**src/rtl/bus_if.sv**
```systemverilog
// Per-stage memory access initiator: routes CPU word accesses to the owned SPM port
// (zero stall) or to the shared system bus through request/grant/strobe/ready sequencing.
module bus_if #(
  parameter int              WORD_ADDR_W = 30,
  parameter int              DATA_W      = 32,
  parameter int              SPM_ADDR_W  = 12,
  parameter logic [2:0]      SPM_AREA    = 3'h3
) (
  input  logic                   clk,
  input  logic                   reset,
  input  logic                   stall,
  input  logic                   flush,
  output logic                   busy,
  input  logic [WORD_ADDR_W-1:0] addr,
  input  logic                   as_,
  input  logic                   rw,
  input  logic [DATA_W-1:0]      wr_data,
  output logic [DATA_W-1:0]      rd_data,
  output logic [SPM_ADDR_W-1:0]  spm_addr,
  output logic                   spm_as_,
  output logic                   spm_rw,
  output logic [DATA_W-1:0]      spm_wr_data,
  input  logic [DATA_W-1:0]      spm_rd_data,
  output logic                   bus_req_,
  input  logic                   bus_grnt_,
  output logic [WORD_ADDR_W-1:0] bus_addr,
  output logic                   bus_as_,
  output logic                   bus_rw,
  output logic [DATA_W-1:0]      bus_wr_data,
  input  logic [DATA_W-1:0]      bus_rd_data,
  input  logic                   bus_rdy_
);

  typedef enum logic [1:0] {IDLE, REQ, ACCESS, STALL} state_t;

  state_t            state;
  logic [DATA_W-1:0] rd_buf;
  logic              spm_hit;
  logic              access;

  assign spm_hit     = (addr[WORD_ADDR_W-1 -: 3] == SPM_AREA);
  assign access      = !flush && !as_;
  assign spm_addr    = addr[SPM_ADDR_W-1:0];
  assign spm_rw      = rw;
  assign spm_wr_data = wr_data;

  // Pipeline-facing outputs are combinational so SPM hits and bus completion cost no extra cycle.
  always_comb begin
    busy    = 1'b0;
    rd_data = '0;
    spm_as_ = 1'b1;
    if (!reset) begin
      case (state)
        IDLE: begin
          if (access) begin
            if (spm_hit) begin
              spm_as_ = 1'b0;
              rd_data = spm_rd_data;
            end else begin
              busy = 1'b1;
            end
          end
        end
        REQ:    busy = 1'b1;
        ACCESS: begin
          if (!bus_rdy_) rd_data = bus_rd_data;
          else           busy    = 1'b1;
        end
        STALL:  rd_data = rd_buf;
        default: ;
      endcase
    end
  end

  always_ff @(posedge clk or posedge reset) begin
    if (reset) begin
      state       <= IDLE;
      bus_req_    <= 1'b1;
      bus_as_     <= 1'b1;
      bus_rw      <= 1'b1;
      bus_addr    <= '0;
      bus_wr_data <= '0;
      rd_buf      <= '0;
    end else begin
      case (state)
        IDLE: begin
          if (access && !spm_hit) begin
            bus_addr    <= addr;
            bus_rw      <= rw;
            bus_wr_data <= wr_data;
            bus_req_    <= 1'b0;
            state       <= REQ;
          end
        end
        REQ: begin
          if (!bus_grnt_) begin
            bus_as_ <= 1'b0;
            state   <= ACCESS;
          end
        end
        ACCESS: begin
          bus_as_ <= 1'b1;
          if (!bus_rdy_) begin
            bus_req_    <= 1'b1;
            bus_addr    <= '0;
            bus_rw      <= 1'b1;
            bus_wr_data <= '0;
            rd_buf      <= bus_rd_data;
            state       <= stall ? STALL : IDLE;
          end
        end
        STALL: begin
          if (!stall) state <= IDLE;
        end
        default: state <= IDLE;
      endcase
    end
  end

endmodule

```
**config.mk**
```make
export PLATFORM = sky130hd
export DESIGN_NAME = bus_if
export DESIGN_NICKNAME = d
export VERILOG_FILES = /design/src/rtl/bus_if.sv
export SDC_FILE = /design/constraint.sdc
export NUM_CORES = 1
export LEC_CHECK = 0
export CAP_MARGIN = 10
export CORE_UTILIZATION = 41
export DETAILED_ROUTE_END_ITERATION = 6
export PLACE_DENSITY = 0.82
export SYNTH_ARGS = -nofsm -noshare
export SYNTH_HDL_FRONTEND = slang
export SYNTH_SLANG_ARGS = --single-unit
```
**constraint.sdc**
```tcl
create_clock -name clk -period 4.88 [get_ports clk]
set_clock_uncertainty 0.1 [all_clocks]
set_input_delay 0.976 -clock clk [delete_from_list [all_inputs] [get_ports clk]]
set_output_delay 0.976 -clock clk [all_outputs]
set_load 0.02 [all_outputs]
```
==> results of run 1 <==
## through the flow
| step | setup slack [ns] | hold slack [ns] |
|---|---|---|
| floorplan | 0.204 | 0.381 |
| global placement | 0.525 | 0.383 |
| detailed placement | 0.476 | 0.394 |
| CTS | 0.476 | 0.413 |
| global route | 0.425 | 0.417 |
| finish | 0.486 | 0.414 |
## worst max-delay path: stages
cell and delay [ns]:
clkdlybuf4s50_1 0.46, nor4_4 0.32, nor2b_2 0.42, buf_4 0.31, a32o_1 0.22, clkdlybuf4s50_1 0.60
## cells in the mapped netlist
master | instances | area share [%]
a211oi_1 | 3 | 0.40
a21bo_2 | 1 | 0.18
a21oi_1 | 3 | 0.27
a22o_1 | 7 | 1.1
a32o_1 | 33 | 5.9
buf_2 | 13 | 1.2
buf_4 | 49 | 6.6
buf_6 | 10 | 2.0
clkbuf_1 | 11 | 0.74
dfrtp_1 | 96 | 43
dfstp_2 | 3 | 1.4
inv_1 | 63 | 4.3
mux2_2 | 1 | 0.20
mux2_4 | 32 | 8.6
mux2i_1 | 61 | 11
nand2_1 | 88 | 5.9
nand2_2 | 1 | 0.11
nand2b_1 | 29 | 3.3
nand3b_1 | 1 | 0.14
nor2_1 | 5 | 0.34
nor2b_1 | 1 | 0.11
nor4_4 | 1 | 0.38
o21ai_0 | 27 | 2.4
or3b_1 | 1 | 0.16
## cell families (layout without fill, tap and decap cells)
group | Yosys count | after routing | synth area share (%)
muxes | 94 | 94 | 19.8
DFF | 99 | 99 | 44.6
buffers and inverters | 146 | 366 | 14.8
AOI/OAI and AO/OA | 74 | 74 | 10.3
and+or+nand+nor | 127 | 127 | 10.4
## cell type report
class | instances | area (um^2)
Fill cell | 1071 | 4880
Clock inverter | 2 | 37.5
Multi-Input combinational cell | 295 | 2270
Sequential cell | 99 | 2480
Timing Repair Buffer | 288 | 2870
Clock buffer | 13 | 240
Inverter | 63 | 239
Tap cell | 176 | 220
## power by group
group          total [mW]  internal [mW]  switching, mW  leakage (nW)
clock               0.704          0.396          0.308         0.130
sequential           1.49           1.24          0.245          1.24
combinational        2.38           1.22           1.17          2.75
## path summary, 6_finish.rpt
check	start	to	slack (ns)	cells past startpoint
worst max-delay path	as_	rd_data[21]	0.49	6
worst min-delay path	rd_buf[12]$_DFFE_PP0P_	rd_buf[12]$_DFFE_PP0P_	0.41	1
worst max register to register	state[0]$_DFFE_PP0P_	rd_buf[8]$_DFFE_PP0P_	2.28	4
worst min register to register	rd_buf[12]$_DFFE_PP0P_	rd_buf[12]$_DFFE_PP0P_	0.41	1
max in group asynchronous	reset	state[0]$_DFFE_PP0P_	2.25	4
min in group asynchronous	reset	rd_buf[23]$_DFFE_PP0P_	1.23	3
## sequential cells by signal, summed over array words and instances, names as in the netlist
| name | cells |
|---|---|
| rd_buf | 32 |
| bus_as_ | 1 |
| state | 2 |
| bus_rw | 1 |
| bus_addr | 30 |
| bus_wr_data | 32 |
| bus_req_ | 1 |
## layer usage
| metal | vias up | global-route usage [%] |
|---|---|---|
| li1 | 2183 | - |
| met1 | 2308 | 25.7 |
| met2 | 205 | 39.5 |
| met3 | 41 | 5.65 |
| met4 | 0 | 10.8 |
| met5 | - | 0 |
==> qor.csv, run 1 <==
stage;metric;value;unit
routing;drt total wl;15700;um
synthesis;Syn Inst Count;540;
place;dpl hpwl;11400;um
synthesis;Mapped Area;0.00556;mm^2
routing;M1 WL;6230;um
sta;fmax;0.228;GHz
routing;Detailed Routing Iterations Pass 1;6;
grt;antenna violations before repair;0;
grt;grt ovf;0;
cells_and_area;Post-Layout Cell Count;936;
hold_path;Hold Path Class;register to register;
sta;Period minus WS final;4.39;ns
worst_setup_path;Arr. time, crit path;3.32;ns
worst_setup_path;Critical Path RT;3.80;ns
synthesis;synthesized area per cell;10.3;um^2
place;Cell Count Post-Placement;921;
floorplanning;Die ar.;0.0140;mm^2
cells_and_area;most common cell after layout, fill and taps aside;clkdlybuf4s50_1;
cells_and_area;commonest cells after routing, fill and taps aside;clkdlybuf4s50_1, dfrtp_1, nand2_1, inv_1, mux2i_1;
worst_setup_path;CP Launch Type;primary input;
clocking;CTS resizes;0;
floorplanning;Die Span X;118;um
floorplanning;DIE HEIGHT;118;um
sta;ratio of final minimum period to clock period;90.0;%
routing;residual DRC count;0;
sta;final-report hold violation count;0;
sta;fin. max-slew vios;0;
place;PortBufs;277;
routing;vias;4737;
grt;Total Routing Usage GR;22.6;%
job;Max Cap Viol;0;
synthesis;syn nets;674;
routing;drt wl/cell;16.7;um
worst_setup_path;CP endpoint kind;output pin;
clocking;Setup Fix Bufs, Post-CTS;0;
grt;first-pass GRT wire length;25100;um
cells_and_area;Final nets;890;
clocking;CTS tree;yes;
place;GP Congestion;0.774;
worst_setup_path;Crit Path Max Fanout;19;
sta;RSZ-0062 raised after global routing;no;
cells_and_area;Area Growth Syn to Fin;50.3;%
grt;number of global-route vias before repair;4978;
synthesis;post-synthesis cell type count;24;
synthesis;Seq/Total Area, Yosys;44.6;%
floorplanning;Initial Util;42.0;%
sta;worst-margin pin slew;0.883;ns
grt;largest net degree at the start of global routing;67;
cells_and_area;Antenna diodes;0;
routing;DR vias/cell;5.06;
cells_and_area;final core occ;63.1;%
clocking;cts hold-fix bufs;0;
synthesis;Synth Register Bits;99;
floorplanning;Core Footprint;0.0132;mm^2
place;Placement Cell Area;0.00808;mm^2
clocking;CTS Root Cell;clkbuf_16;
floorplanning;num ports;278;
clocking;clock latency on the worst-skew pair;0.34;ns
power;Design Power;4.57;mW
clocking;Reg clk slew, reported paths;0.07;ns
synthesis;yosys warns;0;
power;static leakage;4.12;nW
routing;post-route ant nets;0;
sta;setup violators final;0;
outcome;status;completed;
routing;Max Used Layer;met4;
clocking;CTS H-Tree Depth;3;
cells_and_area;ratio of cells with drive above 1 in the final layout;8.82;%
clocking;total CTS buffers;9;
power;Power Density;547;mW/mm^2
worst_setup_path;Worst Setup Path Type;primary input to output pin;
sta;setup TNS;0;ns
clocking;clock sink count;99;
sta;Slew HR;41.1;%
cells_and_area;post-route cell area;0.00836;mm^2
floorplanning;site row count;42;
routing;initial DRC count;229;
power;Max IR drop VDD;0.000352;V
routing;metal2 WL;7890;um
clocking;Max clock buf depth;2;
routing;met3 wire len;1040;um
(Power assumes the default switching activity.)
==> run 2, diff against run 1 <==
--- a/config.mk
+++ b/config.mk
@@ -5,7 +5,7 @@
 export SDC_FILE = /design/constraint.sdc
 export NUM_CORES = 1
 export LEC_CHECK = 0
-export CAP_MARGIN = 10
+export CAP_MARGIN = 20
 export CORE_UTILIZATION = 41
 export DETAILED_ROUTE_END_ITERATION = 6
 export PLACE_DENSITY = 0.82
==> results of run 2 <==
No change in the layout: final DEF, timing and power equal those of run 1.
==> run 3, diff against run 2 <==
--- a/config.mk
+++ b/config.mk
@@ -8,7 +8,7 @@
 export CAP_MARGIN = 20
 export CORE_UTILIZATION = 41
 export DETAILED_ROUTE_END_ITERATION = 6
-export PLACE_DENSITY = 0.82
+export PLACE_DENSITY_LB_ADDON = 0.25
 export SYNTH_ARGS = -nofsm -noshare
 export SYNTH_HDL_FRONTEND = slang
 export SYNTH_SLANG_ARGS = --single-unit
==> qor.csv, run 3 (synthesized netlist as in run 1, its figures left out) <==
stage;metric;value;unit;change
place;pre-CTS setup slack;0.634;ns;+0.157 ns
sta;Period minus WS final;4.26;ns;-0.133 ns
cells_and_area;top flop regs;bus_wr_data: 32 flops, rd_buf: 32 flops, bus_addr: 30 flops;;
floorplanning;Initial Util;42.0;%;unchanged
sta;setup TNS;0;ns;unchanged
worst_setup_path;FF-to-FF End;bus_wr_data[9]$_DFFE_PP0P_;;
floorplanning;Die ar.;0.0140;mm^2;unchanged
job;Max Cap Viol;0;;unchanged
place;PortBufs;277;;unchanged
worst_setup_path;Worst Setup Path Type;primary input to output pin;;
cells_and_area;fill cell count;1106;;+3.3%
place;Cell Count Post-Placement;919;;-0.22%
clocking;total CTS buffers;9;;unchanged
cells_and_area;Final nets;888;;-0.22%
grt;grt ovf;0;;unchanged
sta;fin. max-slew vios;0;;unchanged
clocking;CTS Root Cell;clkbuf_16;;
clocking;cts hold-fix bufs;0;;unchanged
clocking;Max clock buf depth;2;;unchanged
hold_path;Hold Path Class;register to register;;
routing;drt total wl;15200;um;-2.7%
place;dpl hpwl;11100;um;-2.8%
sta;worst hold slack;0.398;ns;-0.0159 ns
sta;setup violators final;0;;unchanged
sta;final worst slack;0.619;ns;+0.133 ns
grt;first-pass GRT wire length;24400;um;-2.6%
cells_and_area;Area Growth Syn to Fin;50.9;%;
place;GP Congestion;0.800;;+3.3%
floorplanning;num ports;278;;unchanged
outcome;status;completed;;
grt;Total Routing Usage GR;22.1;%;-0.45 points
hold_path;hold_sp;bus_as_$_DFFE_PP1P_;;
power;power share of the clock group;17.2;%;+1.8 points
routing;residual DRC count;0;;unchanged
routing;Detailed Routing Iterations Pass 1;5;;-1
sta;worst-margin pin slew;1.08;ns;+0.193 ns
worst_setup_path;Worst R2R Setup Slack;2.17;ns;-0.11 ns
routing;vias;4593;;-3.0%
sta;ratio of final minimum period to clock period;87.3;%;-2.7 points
worst_setup_path;Critical Path RT;3.80;ns;about the same
power;Sw Ratio;36.7;%;-0.89 points
power;static leakage;4.14;nW;+0.46%
routing;drt wl/cell;16.3;um;-2.7%
clocking;Setup Fix Bufs, Post-CTS;0;;unchanged
floorplanning;DIE HEIGHT;118;um;unchanged
routing;initial DRC count;212;;-7.4%
cells_and_area;Post-Layout Cell Count;936;;unchanged
grt;largest net degree at the start of global routing;62;;-7.5%
power;Internal Power;2.95;mW;+3.4%
worst_setup_path;Register-to-Register Path Depth;4;;unchanged
floorplanning;site row count;42;;unchanged
routing;DR vias/cell;4.91;;-3.0%
worst_setup_path;r2r startpoint;state[0]$_DFFE_PP0P_;;
worst_setup_path;CP Launch Type;primary input;;
sta;fmax;0.235;GHz;+3.1%
clocking;Reg clk slew, reported paths;0.07;ns;about the same
grt;antenna violations before repair;1;;+1
cells_and_area;commonest cells after routing, fill and taps aside;clkdlybuf4s50_1, dfrtp_1, nand2_1, inv_1, mux2i_1;;
sta;Slew HR;28.2;%;-13 points
clocking;CTS tree;yes;;
grt;number of global-route vias before repair;4737;;-4.8%
worst_setup_path;Arr. time, crit path;3.18;ns;-0.14 ns
power;Psw;1.71;mW;-0.46%
power;Seq pwr share;32.8;%;+0.3 points
floorplanning;Core Footprint;0.0132;mm^2;unchanged
hold_path;worst hold endpoint;bus_as_$_DFFE_PP1P_;;
worst_setup_path;Crit Path Max Fanout;19;;unchanged
power;Max IR drop VDD;0.000318;V;-9.8%
power;Power Density;556;mW/mm^2;+1.6%
hold_path;worst hold stages;2;;+1
power;combinational fraction of design power;50.0;%;-2.1 points
routing;post-route ant nets;0;;unchanged
sta;final-report hold violation count;0;;unchanged
worst_setup_path;CP endpoint kind;output pin;;
clocking;CTS H-Tree Depth;3;;unchanged
cells_and_area;most common cell after layout, fill and taps aside;clkdlybuf4s50_1;;
clocking;clock latency on the worst-skew pair;0.34;ns;about the same
clocking;clock sink count;99;;unchanged
floorplanning;Die Span X;118;um;unchanged
cells_and_area;ratio of cells with drive above 1 in the final layout;9.09;%;+0.28 points
sta;RSZ-0062 raised after global routing;no;;
clocking;CTS resizes;0;;unchanged
[run 3: through the flow]
step	power [mW]	instance area, um^2	util, %
final	4.66	8390	63.4
after global routing	4.94	8390	63.4
after CTS	4.70	8390	63.4
after detailed placement	3.88	8060	60.8
after global placement	3.80	8060	60.8
after floorplan	2.89	5560	-
[run 3: power groups by stage]
stage          clock (mW)  combinational, mW  sequential (mW)
6_report            0.802               2.33             1.53
5_1_grt             0.853               2.50             1.59
4_1_cts             0.821               2.36             1.53
3_5_place_dp            0               2.34             1.53
3_3_place_gp            0               2.29             1.51
2_1_floorplan           0               1.11             1.78
[run 3: area by class of cell]
cell class,instances,area (um^2),area share (%)
diodes,1,2.50,0.0298
clock buffers,10,229,2.73
clock inverters,6,105,1.25
inverters,63,239,2.85
multi-input cells,295,2270,27.1
flip-flops and latches,99,2480,29.6
well taps,176,220,2.62
repair buffers,286,2840,33.8
[run 3: layer usage]
layer | vias up | GRT usage, % | part of all wire [%]
met4 | 0 | 8.47 | 2.4
met1 | 2213 | 25.1 | 40
li1 | 2189 | - | -
met2 | 165 | 39.0 | 52
met3 | 26 | 6.42 | 6.0
met5 | - | 0 | 0
[run 3: how the worst max path moves through the flow]
| stage | from | end | slack [ns] | cells past startpoint |
|---|---|---|---|---|
| 3_3_place_gp | as_ | rd_data[30] | 0.70 | 6 |
| 4_1_cts | reset | rd_data[15] | 0.63 | 5 |
| 6_report | reset | rd_data[15] | 0.62 | 5 |
| 5_1_grt | reset | rd_data[15] | 0.51 | 5 |
| 2_1_floorplan | reset | spm_as_ | 0.20 | 2 |
| 3_5_place_dp | reset | rd_data[15] | 0.63 | 5 |
[run 3: critical path, cell delays in order]
cell	delay, ns
clkdlybuf4s50_1	0.52
a21oi_2	0.51
buf_4	0.35
a32o_1	0.20
clkdlybuf4s50_1	0.62
